--- src/rtl/kamikaze_imem_bridge_if.sv ---
// Pipelined request/grant/response instruction-bus bundle between the fetch
// bridge (master) and instruction memory (slave).
interface kamikaze_imem_bridge_if;
    logic        bus_req_o;
    logic [31:0] bus_addr_o;
    logic        bus_gnt_i;
    logic        bus_rvalid_i;
    logic [31:0] bus_rdata_i;
    logic        bus_err_i;

    modport master (
        output bus_req_o,
        output bus_addr_o,
        input  bus_gnt_i,
        input  bus_rvalid_i,
        input  bus_rdata_i,
        input  bus_err_i
    );

    modport slave (
        input  bus_req_o,
        input  bus_addr_o,
        output bus_gnt_i,
        output bus_rvalid_i,
        output bus_rdata_i,
        output bus_err_i
    );
endinterface

--- src/rtl/kamikaze_imem_bridge.sv ---
// Sequential instruction fetch bridge with credit-limited outstanding requests,
// response buffer and branch flush. Optional error tagging: KMKZ_IMEM_ERR_EN.
module kamikaze_imem_bridge #(
    parameter int          DEPTH    = 2,
    parameter logic [31:0] PC_RESET = 32'h0000_0000
) (
    input  logic                          clk_i,
    input  logic                          rst_i,
    kamikaze_imem_bridge_if.master        bus,
    input  logic                          branch_i,
    input  logic [31:0]                   pc_set_i,
    output logic [31:0]                   ir_o,
    output logic                          memory_ready_o,
    input  logic                          fetch_ready_i,
    output logic                          fault_o
);

    localparam int PW = $clog2(DEPTH);
    localparam int CW = PW + 1;
    localparam logic [CW-1:0] DEPTH_C    = CW'(DEPTH);
    localparam logic [CW-1:0] CNT_ZERO   = {CW{1'b0}};
    localparam logic [PW-1:0] PTR_ZERO   = {PW{1'b0}};
    localparam logic [31:0]   NOP_WORD   = 32'h0000_0013;
    localparam logic [31:0]   RESET_ADDR = {PC_RESET[31:2], 2'b00};

    typedef enum logic [1:0] {
        BOOT  = 2'd0,
        RUN   = 2'd1,
        STALL = 2'd2
    } state_t;

    state_t          state_r, state_nx_s;
    logic [31:0]     req_addr_r, req_addr_nx_s;
    logic [CW-1:0]   outstanding_r, outstanding_nx_s;
    logic [CW-1:0]   buf_count_r, buf_count_nx_s;
    logic [CW-1:0]   stale_cnt_r, stale_cnt_nx_s;
    logic [PW-1:0]   wr_ptr_r, wr_ptr_nx_s;
    logic [PW-1:0]   rd_ptr_r, rd_ptr_nx_s;
    logic [31:0]     mem_r [DEPTH];
    logic [CW-1:0]   credit_s;
    logic            req_s, gnt_s, rsp_s, write_s, pop_s;
    logic [31:0]     store_word_s;

`ifdef KMKZ_IMEM_ERR_EN
    logic            err_r [DEPTH];

    // An errored response is delivered as an all-zero (illegal) instruction.
    function automatic logic [31:0] sanitize_word(input logic [31:0] data, input logic err);
        logic [31:0] word;
        if (err) begin
            word = 32'h0000_0000;
        end else begin
            word = data;
        end
        return word;
    endfunction

    // Word and its error tag leave the buffer together.
    always_comb begin
        store_word_s = sanitize_word(bus.bus_rdata_i, bus.bus_err_i);
        fault_o      = err_r[rd_ptr_r];
    end
`else
    // Without error tagging the raw data passes through.
    always_comb begin
        store_word_s = bus.bus_rdata_i;
        fault_o      = 1'b0;
    end
`endif

    // Credit, bus handshake and buffer qualifiers.
    always_comb begin
        credit_s       = DEPTH_C - outstanding_r - buf_count_r;
        memory_ready_o = (buf_count_r != CNT_ZERO);
        req_s          = (state_r != BOOT) && (credit_s != CNT_ZERO) && !branch_i;
        gnt_s          = req_s && bus.bus_gnt_i;
        rsp_s          = bus.bus_rvalid_i;
        write_s        = rsp_s && (stale_cnt_r == CNT_ZERO) && !branch_i;
        pop_s          = fetch_ready_i && memory_ready_o && !branch_i;
        bus.bus_req_o  = req_s;
        bus.bus_addr_o = req_addr_r;
        ir_o           = mem_r[rd_ptr_r];
    end

    // Next-state logic for the BOOT/RUN/STALL sequencer.
    always_comb begin
        state_nx_s = state_r;
        case (state_r)
            BOOT: begin
                if (branch_i) begin
                    state_nx_s = BOOT;
                end else begin
                    state_nx_s = RUN;
                end
            end
            RUN: begin
                if (credit_s == CNT_ZERO) begin
                    state_nx_s = STALL;
                end else begin
                    state_nx_s = RUN;
                end
            end
            STALL: begin
                if (credit_s != CNT_ZERO) begin
                    state_nx_s = RUN;
                end else begin
                    state_nx_s = STALL;
                end
            end
            default: state_nx_s = BOOT;
        endcase
    end

    // Counter and pointer updates; a redirect overrides everything but the in-flight count.
    always_comb begin
        outstanding_nx_s = outstanding_r + CW'(gnt_s) - CW'(rsp_s);
        req_addr_nx_s    = req_addr_r;
        stale_cnt_nx_s   = stale_cnt_r;
        buf_count_nx_s   = buf_count_r;
        wr_ptr_nx_s      = wr_ptr_r;
        rd_ptr_nx_s      = rd_ptr_r;
        if (branch_i) begin
            req_addr_nx_s  = {pc_set_i[31:2], 2'b00};
            stale_cnt_nx_s = outstanding_r - CW'(rsp_s);
            buf_count_nx_s = CNT_ZERO;
            wr_ptr_nx_s    = PTR_ZERO;
            rd_ptr_nx_s    = PTR_ZERO;
        end else begin
            if (gnt_s) begin
                req_addr_nx_s = req_addr_r + 32'd4;
            end else begin
                req_addr_nx_s = req_addr_r;
            end
            if (rsp_s && (stale_cnt_r != CNT_ZERO)) begin
                stale_cnt_nx_s = stale_cnt_r - CW'(1);
            end else begin
                stale_cnt_nx_s = stale_cnt_r;
            end
            if (write_s) begin
                wr_ptr_nx_s = wr_ptr_r + PW'(1);
            end else begin
                wr_ptr_nx_s = wr_ptr_r;
            end
            if (pop_s) begin
                rd_ptr_nx_s = rd_ptr_r + PW'(1);
            end else begin
                rd_ptr_nx_s = rd_ptr_r;
            end
            buf_count_nx_s = buf_count_r + CW'(write_s) - CW'(pop_s);
        end
    end

    // Control state registers.
    always_ff @(posedge clk_i or posedge rst_i) begin
        if (rst_i) begin
            state_r       <= BOOT;
            req_addr_r    <= RESET_ADDR;
            outstanding_r <= CNT_ZERO;
            buf_count_r   <= CNT_ZERO;
            stale_cnt_r   <= CNT_ZERO;
            wr_ptr_r      <= PTR_ZERO;
            rd_ptr_r      <= PTR_ZERO;
        end else begin
            state_r       <= state_nx_s;
            req_addr_r    <= req_addr_nx_s;
            outstanding_r <= outstanding_nx_s;
            buf_count_r   <= buf_count_nx_s;
            stale_cnt_r   <= stale_cnt_nx_s;
            wr_ptr_r      <= wr_ptr_nx_s;
            rd_ptr_r      <= rd_ptr_nx_s;
        end
    end

    // Response buffer storage; entries reset to NOP so an idle head reads as NOP.
    always_ff @(posedge clk_i or posedge rst_i) begin
        if (rst_i) begin
            for (int i = 0; i < DEPTH; i++) begin
                mem_r[i] <= NOP_WORD;
`ifdef KMKZ_IMEM_ERR_EN
                err_r[i] <= 1'b0;
`endif
            end
        end else if (write_s) begin
            mem_r[wr_ptr_r] <= store_word_s;
`ifdef KMKZ_IMEM_ERR_EN
            err_r[wr_ptr_r] <= bus.bus_err_i;
`endif
        end
    end

endmodule

--- src/flat_wrapper.sv ---
// flat-port wrapper written by rule: the top's interface ports become plain ports
module kamikaze_imem_bridge_flat 
#(
    parameter int          DEPTH    = 2,
    parameter logic [31:0] PC_RESET = 32'h0000_0000
)
  (clk_i, rst_i, branch_i, pc_set_i, ir_o, memory_ready_o, fetch_ready_i, fault_o, bus_bus_req_o, bus_bus_addr_o, bus_bus_gnt_i, bus_bus_rvalid_i, bus_bus_rdata_i, bus_bus_err_i);
  kamikaze_imem_bridge_if bus_i ();
  input  logic clk_i;
  input  logic rst_i;
  input  logic branch_i;
  input  logic [31:0] pc_set_i;
  output logic [31:0] ir_o;
  output logic memory_ready_o;
  input  logic fetch_ready_i;
  output logic fault_o;
  output wire logic [$bits(bus_i.bus_req_o)-1:0] bus_bus_req_o;
  output wire logic [$bits(bus_i.bus_addr_o)-1:0] bus_bus_addr_o;
  input wire logic [$bits(bus_i.bus_gnt_i)-1:0] bus_bus_gnt_i;
  input wire logic [$bits(bus_i.bus_rvalid_i)-1:0] bus_bus_rvalid_i;
  input wire logic [$bits(bus_i.bus_rdata_i)-1:0] bus_bus_rdata_i;
  input wire logic [$bits(bus_i.bus_err_i)-1:0] bus_bus_err_i;
  assign bus_bus_req_o = bus_i.bus_req_o;
  assign bus_bus_addr_o = bus_i.bus_addr_o;
  assign bus_i.bus_gnt_i = bus_bus_gnt_i;
  assign bus_i.bus_rvalid_i = bus_bus_rvalid_i;
  assign bus_i.bus_rdata_i = bus_bus_rdata_i;
  assign bus_i.bus_err_i = bus_bus_err_i;
  kamikaze_imem_bridge #(.DEPTH(DEPTH), .PC_RESET(PC_RESET)) u_core (.clk_i(clk_i), .rst_i(rst_i), .bus(bus_i), .branch_i(branch_i), .pc_set_i(pc_set_i), .ir_o(ir_o), .memory_ready_o(memory_ready_o), .fetch_ready_i(fetch_ready_i), .fault_o(fault_o));
endmodule
--- config.mk ---
export PLATFORM = sky130hd
export DESIGN_NAME = kamikaze_imem_bridge_flat
export DESIGN_NICKNAME = d
export VERILOG_FILES = /design/src/rtl/kamikaze_imem_bridge_if.sv /design/src/rtl/kamikaze_imem_bridge.sv /design/src/flat_wrapper.sv
export SDC_FILE = /design/constraint.sdc
export NUM_CORES = 1
export LEC_CHECK = 0
export ABC_CLOCK_PERIOD_IN_PS = 5480
export BUFFER_PORTS_ARGS = -buffer_cell sky130_fd_sc_hd__buf_2
export CAP_MARGIN = 25
export CORE_ASPECT_RATIO = 0.9
export CORE_MARGIN = 2
export CORE_UTILIZATION = 35
export DETAILED_ROUTE_END_ITERATION = 6
export PLACE_DENSITY = 0.6
export SLEW_MARGIN = 20
export SYNTH_ARGS = -nofsm -noshare
export SYNTH_HDL_FRONTEND = slang
export SYNTH_SLANG_ARGS = --single-unit
export TNS_END_PERCENT = 30
--- constraint.sdc ---
create_clock -name clk_i -period 5.48 [get_ports clk_i]
set_input_delay 1.644 -clock clk_i [delete_from_list [all_inputs] [get_ports clk_i]]
set_output_delay 1.644 -clock clk_i [all_outputs]
set_load 0.01 [all_outputs]
Word level (Yosys, flattened, before mapping)
Index checks and enable logic that the tools add are counted.
- register bits after elaboration: 106
- latch bits: 0
- bits in writable memories: 0
- bits in read-only memories: 0
- output and inout bits: 67
- word-level logic and storage cells: 67
- memories: 0
- $add $sub $neg: 11
- multipliers: 0
- divide/modulo/power cells: 0
- $lt $le $gt $ge: 3
- equality and inequality tests: 2
- shift-type cells: 0
- multiplexer cells: 19
- bitwise gates (word level): 2
- reductions and logical operators: 21
- operator list (cell ; count):
    two-way mux 32 bit ; 6
    bitwise mux 64 bit ; 1
    adder 32 x 3 -> 32 bit (second input constant) ; 1
    demux 32 bit (select 1 bit) ; 1
    nonzero test 2 bit ; 8
    two-way mux 2 bit ; 5
    logical AND 1 bit ; 9
    logical NOT 2 bit ; 3
    one-hot mux 2 bit (3 select lines) ; 1
    subtractor 2 x 1 -> 2 bit ; 3
    two-way mux 1 bit ; 5
    adder 2 x 1 -> 2 bit ; 2
    greater-or-equal comparator 2 bit (second input constant) ; 2
    inverter 1 -> 2 bit ; 2
    adder 1 bit (second input constant) ; 2
    == test 2 x 1 -> 1 bit (second input constant) ; 1
    == test 2 bit (second input constant) ; 1
    < comparator 2 x 1 -> 1 bit (second input constant) ; 1
    subtractor 2 x 1 -> 2 bit (second input constant) ; 1
    subtractor 2 bit ; 1
    subtractor 2 bit (first input constant) ; 1
    logical NOT 1 bit ; 1

Longest topological paths before layout
- depth in word-level cells: 8
- depth in mapped cells: 10
- depth with buffers taken out: 8

Worst setup path before layout
Ideal clock, no wire load.
- kind: input port to output port
- from: input port branch_i
- to: output port bus_bus_req_o
- arrival time: 2.351 ns
- data required time: 3.836 ns
- setup slack: 1.485 ns
- cell stages on the path: 3
- path buffers: 2
- cell sequence: clkbuf_1 buf_1 nor3_1
- word-level cells in the longest chain between the ends: 2
- RTL lines (element ; RTL line ; RTL):
    start, declared ; flat_wrapper.sv:11 ; input logic branch_i;
    logical NOT 1 bit ; kamikaze_imem_bridge.sv:75 ; req_s = (state_r != BOOT) && (credit_s != CNT_ZERO) && !branch_i;
    logical AND 1 bit ; kamikaze_imem_bridge.sv:75 ;
    end, declared ; flat_wrapper.sv:17 ; output wire logic [$bits(bus_i.bus_req_o)-1:0] bus_bus_req_o;
Every way passes these cells.

Worst setup path in the final report
Ends and elaborated chain as after synthesis.

==> results.toml <==
[clock_network]
cts.path.max_buffers = 2
postCtsSetupBuffers = 0
cts_sinks = 104
cts_resized = 0
cts_tree = "yes"
numCtsBuffers = 9
h-tree-depth = 3
cts_hold_buf = 0
clock-root-buffer = "clkbuf_16"
clkTransAtPathRegs_ps = 70
clock_latency_ps = 350

[worst_setup_path]
reg2reg_depth = 9
required_ps = 3840
cp-start-kind = "input port"
path_depth = 3
cpMostUsedCell = "buf_2"
r2r_start = "u_core.buf_count_r[0]"
path_class = "in2out"
cp-end-kind = "primary output"
cpPeakStageDelay_ps = 190
crit_family = "buffers and inverters"
path_cells = "buf_2 -> nor3_1 -> buf_2"
cp_max_fo = 2
crit_start = "branch_i"
slowest_stage = "nor3_1"
cp_num_buf_inv = 2
arrival_ps = 2100

[drt]
viasPerCell = 5.13
num_vias = 3968
drc_errors = 0
drt_first_pass_iters = 4
postRouteAntennaNets = 0
wl_per_cell_um = 15.4
drt_iter0_markers = 207
detail_route.wirelength_mm = 11.9

[pwr]
ir_drop_v = 0.000200
p_leak_nw = 2.93
power.density_nw_per_um2 = 475

[worst_hold_path]
hp-class = "reg2reg"
hp-start = "u_core.mem_r[18]"
min_path_cells = 1

[sta]
setup_viol = 0
hold_viol = 0
tightest_slew_ps = 996
relSlewSlack = 0.332
skew_ps = 7.30
worst_slack_ps = 1740
finalMaxSlewViolations = 0
setup_tns_ps = 0
period_share = 0.683
fin_crit_ps = 3740
max_clock_freq_ghz = 0.267
whs_ps = 502
rsz0062_at_grt = "false"

[finish]
diodes = 0
area_delta_synth_final_pct = 23.4
fillers = 1346
drive_gt1_frac = 0.453
nNetsFinal = 653

[global_routing]
grt_pass1_wl_mm = 20.3
antenna_found_initial = 0
gr-total-overflow = 0
grt_max_degree = 76
grt_pass1_vias = 4080
track_usage = 0.159

[placement]
io_buffers = 131
hpwl_mm = 8.12
pre_cts_ws_ps = 1730
routabilityCongestion = 0.802

[run_status]
status = "finished, final reports clean"

[logic_synthesis]
synth.ff_latch_count = 104
async_flop_share = 1.00
ys_seq_area_frac = 0.509
syn_inst = 448
netlist-cell-type-count = 48
yosys_warnings = 0
ys.flop_type = "dfrtp_1"
netlist_area_um2 = 5130
syn_area_per_cell_um2 = 11.4
synth_edf_count = 0

[floorplanning]
dieArea_um2 = 15600
row_count = 41
coreArea_um2 = 14200
die_h_um = 119
start_util = 0.362
io_pins = 138
chipWidth_um = 132

[job]
maxCapViolations = 0
## registers in the layout, indices dropped and copies added, names as in the netlist
register,cells
u_core.buf_count_r,2
u_core.bus.bus_addr_o,30
u_core.mem_r,64
u_core.outstanding_r,2
u_core.rd_ptr_r,1
u_core.stale_cnt_r,2
u_core.state_r,2
u_core.wr_ptr_r,1
## cell families (layout without fill, tap and decap cells)
family                   count (synthesis)  after routing  share of synthesized area
XOR/XNOR                                13             13                     0.0249
flip-flops                             104            104                      0.509
multiplexers                            99             99                      0.217
adder cells (fa/ha/maj)                  7              7                     0.0171
AND/OR/NAND/NOR                        128            128                      0.121
buffers and inverters                   37            167                     0.0329
other                                    1              3                   0.000731
AO/OA/AOI/OAI                           59             59                     0.0778
## through the flow
| step | power, mW | area (µm²) | utilization | instances |
|---|---|---|---|---|
| 6_report | 3.01 | 6320 | 0.447 | 773 |
| 5_1_grt | 3.21 | 6320 | 0.447 | 773 |
| 4_1_cts | 3.04 | 6300 | 0.445 | 772 |
| 3_5_place_dp | 2.31 | 5970 | 0.422 | 756 |
| 3_3_place_gp | 2.27 | 5970 | 0.422 | 756 |
| 2_1_floorplan | 1.95 | 5130 | - | 450 |
## where the power goes
group          internal [mW]  total (mW)  switching [mW]
Combinational          0.565        1.06           0.499
Sequential              1.06        1.23           0.174
Clock                  0.418       0.713           0.294
Total                   2.04        3.01           0.967
## worst reg2reg max path: cells and delay by family (launching register included)
kind	cells	cell delay, ps
compound gates	3	770
fa+ha+maj	1	150
buf+inv	3	650
xor+xnor	1	240
flops	1	380
simple gates	1	170
## final cells by class
class                      count  area, µm²  area share
clock inverter                 5       86.3      0.0136
clock buffer                  11        243      0.0384
tap                          193        241      0.0382
timing repair buffer         139        736       0.116
inverter                      12       47.5     0.00752
sequential                   104       2610       0.413
multi-input combinational    309       2360       0.373
## cell usage after synthesis, types with 3 or more instances
| cell type | n | share of area |
|---|---|---|
| inv_1 | 11 | 0.0081 |
| xnor2_1 | 5 | 0.0085 |
| and3_1 | 3 | 0.0037 |
| o21ai_0 | 21 | 0.020 |
| nand3_1 | 23 | 0.022 |
| a21oi_1 | 5 | 0.0049 |
| buf_2 | 3 | 0.0029 |
| and2_1 | 5 | 0.0061 |
| nand4_1 | 15 | 0.018 |
| o311ai_0 | 5 | 0.0085 |
| ha_1 | 7 | 0.017 |
| nand2b_1 | 4 | 0.0049 |
| dfrtp_1 | 98 | 0.48 |
| nor2_1 | 21 | 0.015 |
| nand2_1 | 41 | 0.030 |
| o211ai_1 | 10 | 0.015 |
| clkbuf_1 | 13 | 0.0095 |
| nor3_1 | 6 | 0.0059 |
| mux2_2 | 96 | 0.21 |
| buf_4 | 3 | 0.0044 |
| xor2_1 | 7 | 0.012 |
| dfstp_2 | 6 | 0.031 |
| mux2i_1 | 3 | 0.0059 |
| a22oi_1 | 4 | 0.0059 |
| buf_1 | 4 | 0.0029 |
## worst paths after layout
check | endpoint | slack [ps]
setup / recovery | bus_bus_req_o | 1740
hold / removal | u_core.mem_r[18] | 500
setup reg to reg | u_core.bus.bus_addr_o[12] | 2980
hold reg to reg | u_core.mem_r[18] | 500
max in group asynchronous | u_core.mem_r[32] | 3190
min in group asynchronous | u_core.bus.bus_addr_o[3] | 1230
## layer usage
layer  GRT usage  up-vias  part of all wire
li1            -     1868                 -
met1       0.213     1934              0.47
met2       0.243      150              0.45
met3      0.0532       16             0.072
met4      0.0523        0             0.013
met5           0        -                 0
## cells in the final DEF, fill, tap and decap left out, drive strengths merged, types with 4 or more instances in the layout
master	n
mux2	96
nor2	21
nand2b	4
buf	139
xnor2	5
o21ai	21
nand3	23
xor2	7
clkbuf	11
a22oi	4
nand4	15
and2	5
nor3	6
dfstp	6
a21oi	5
o311ai	5
inv	15
nand2	41
ha	7
o211ai	10
dfrtp	98
Power figures use the tool's default switching activity.
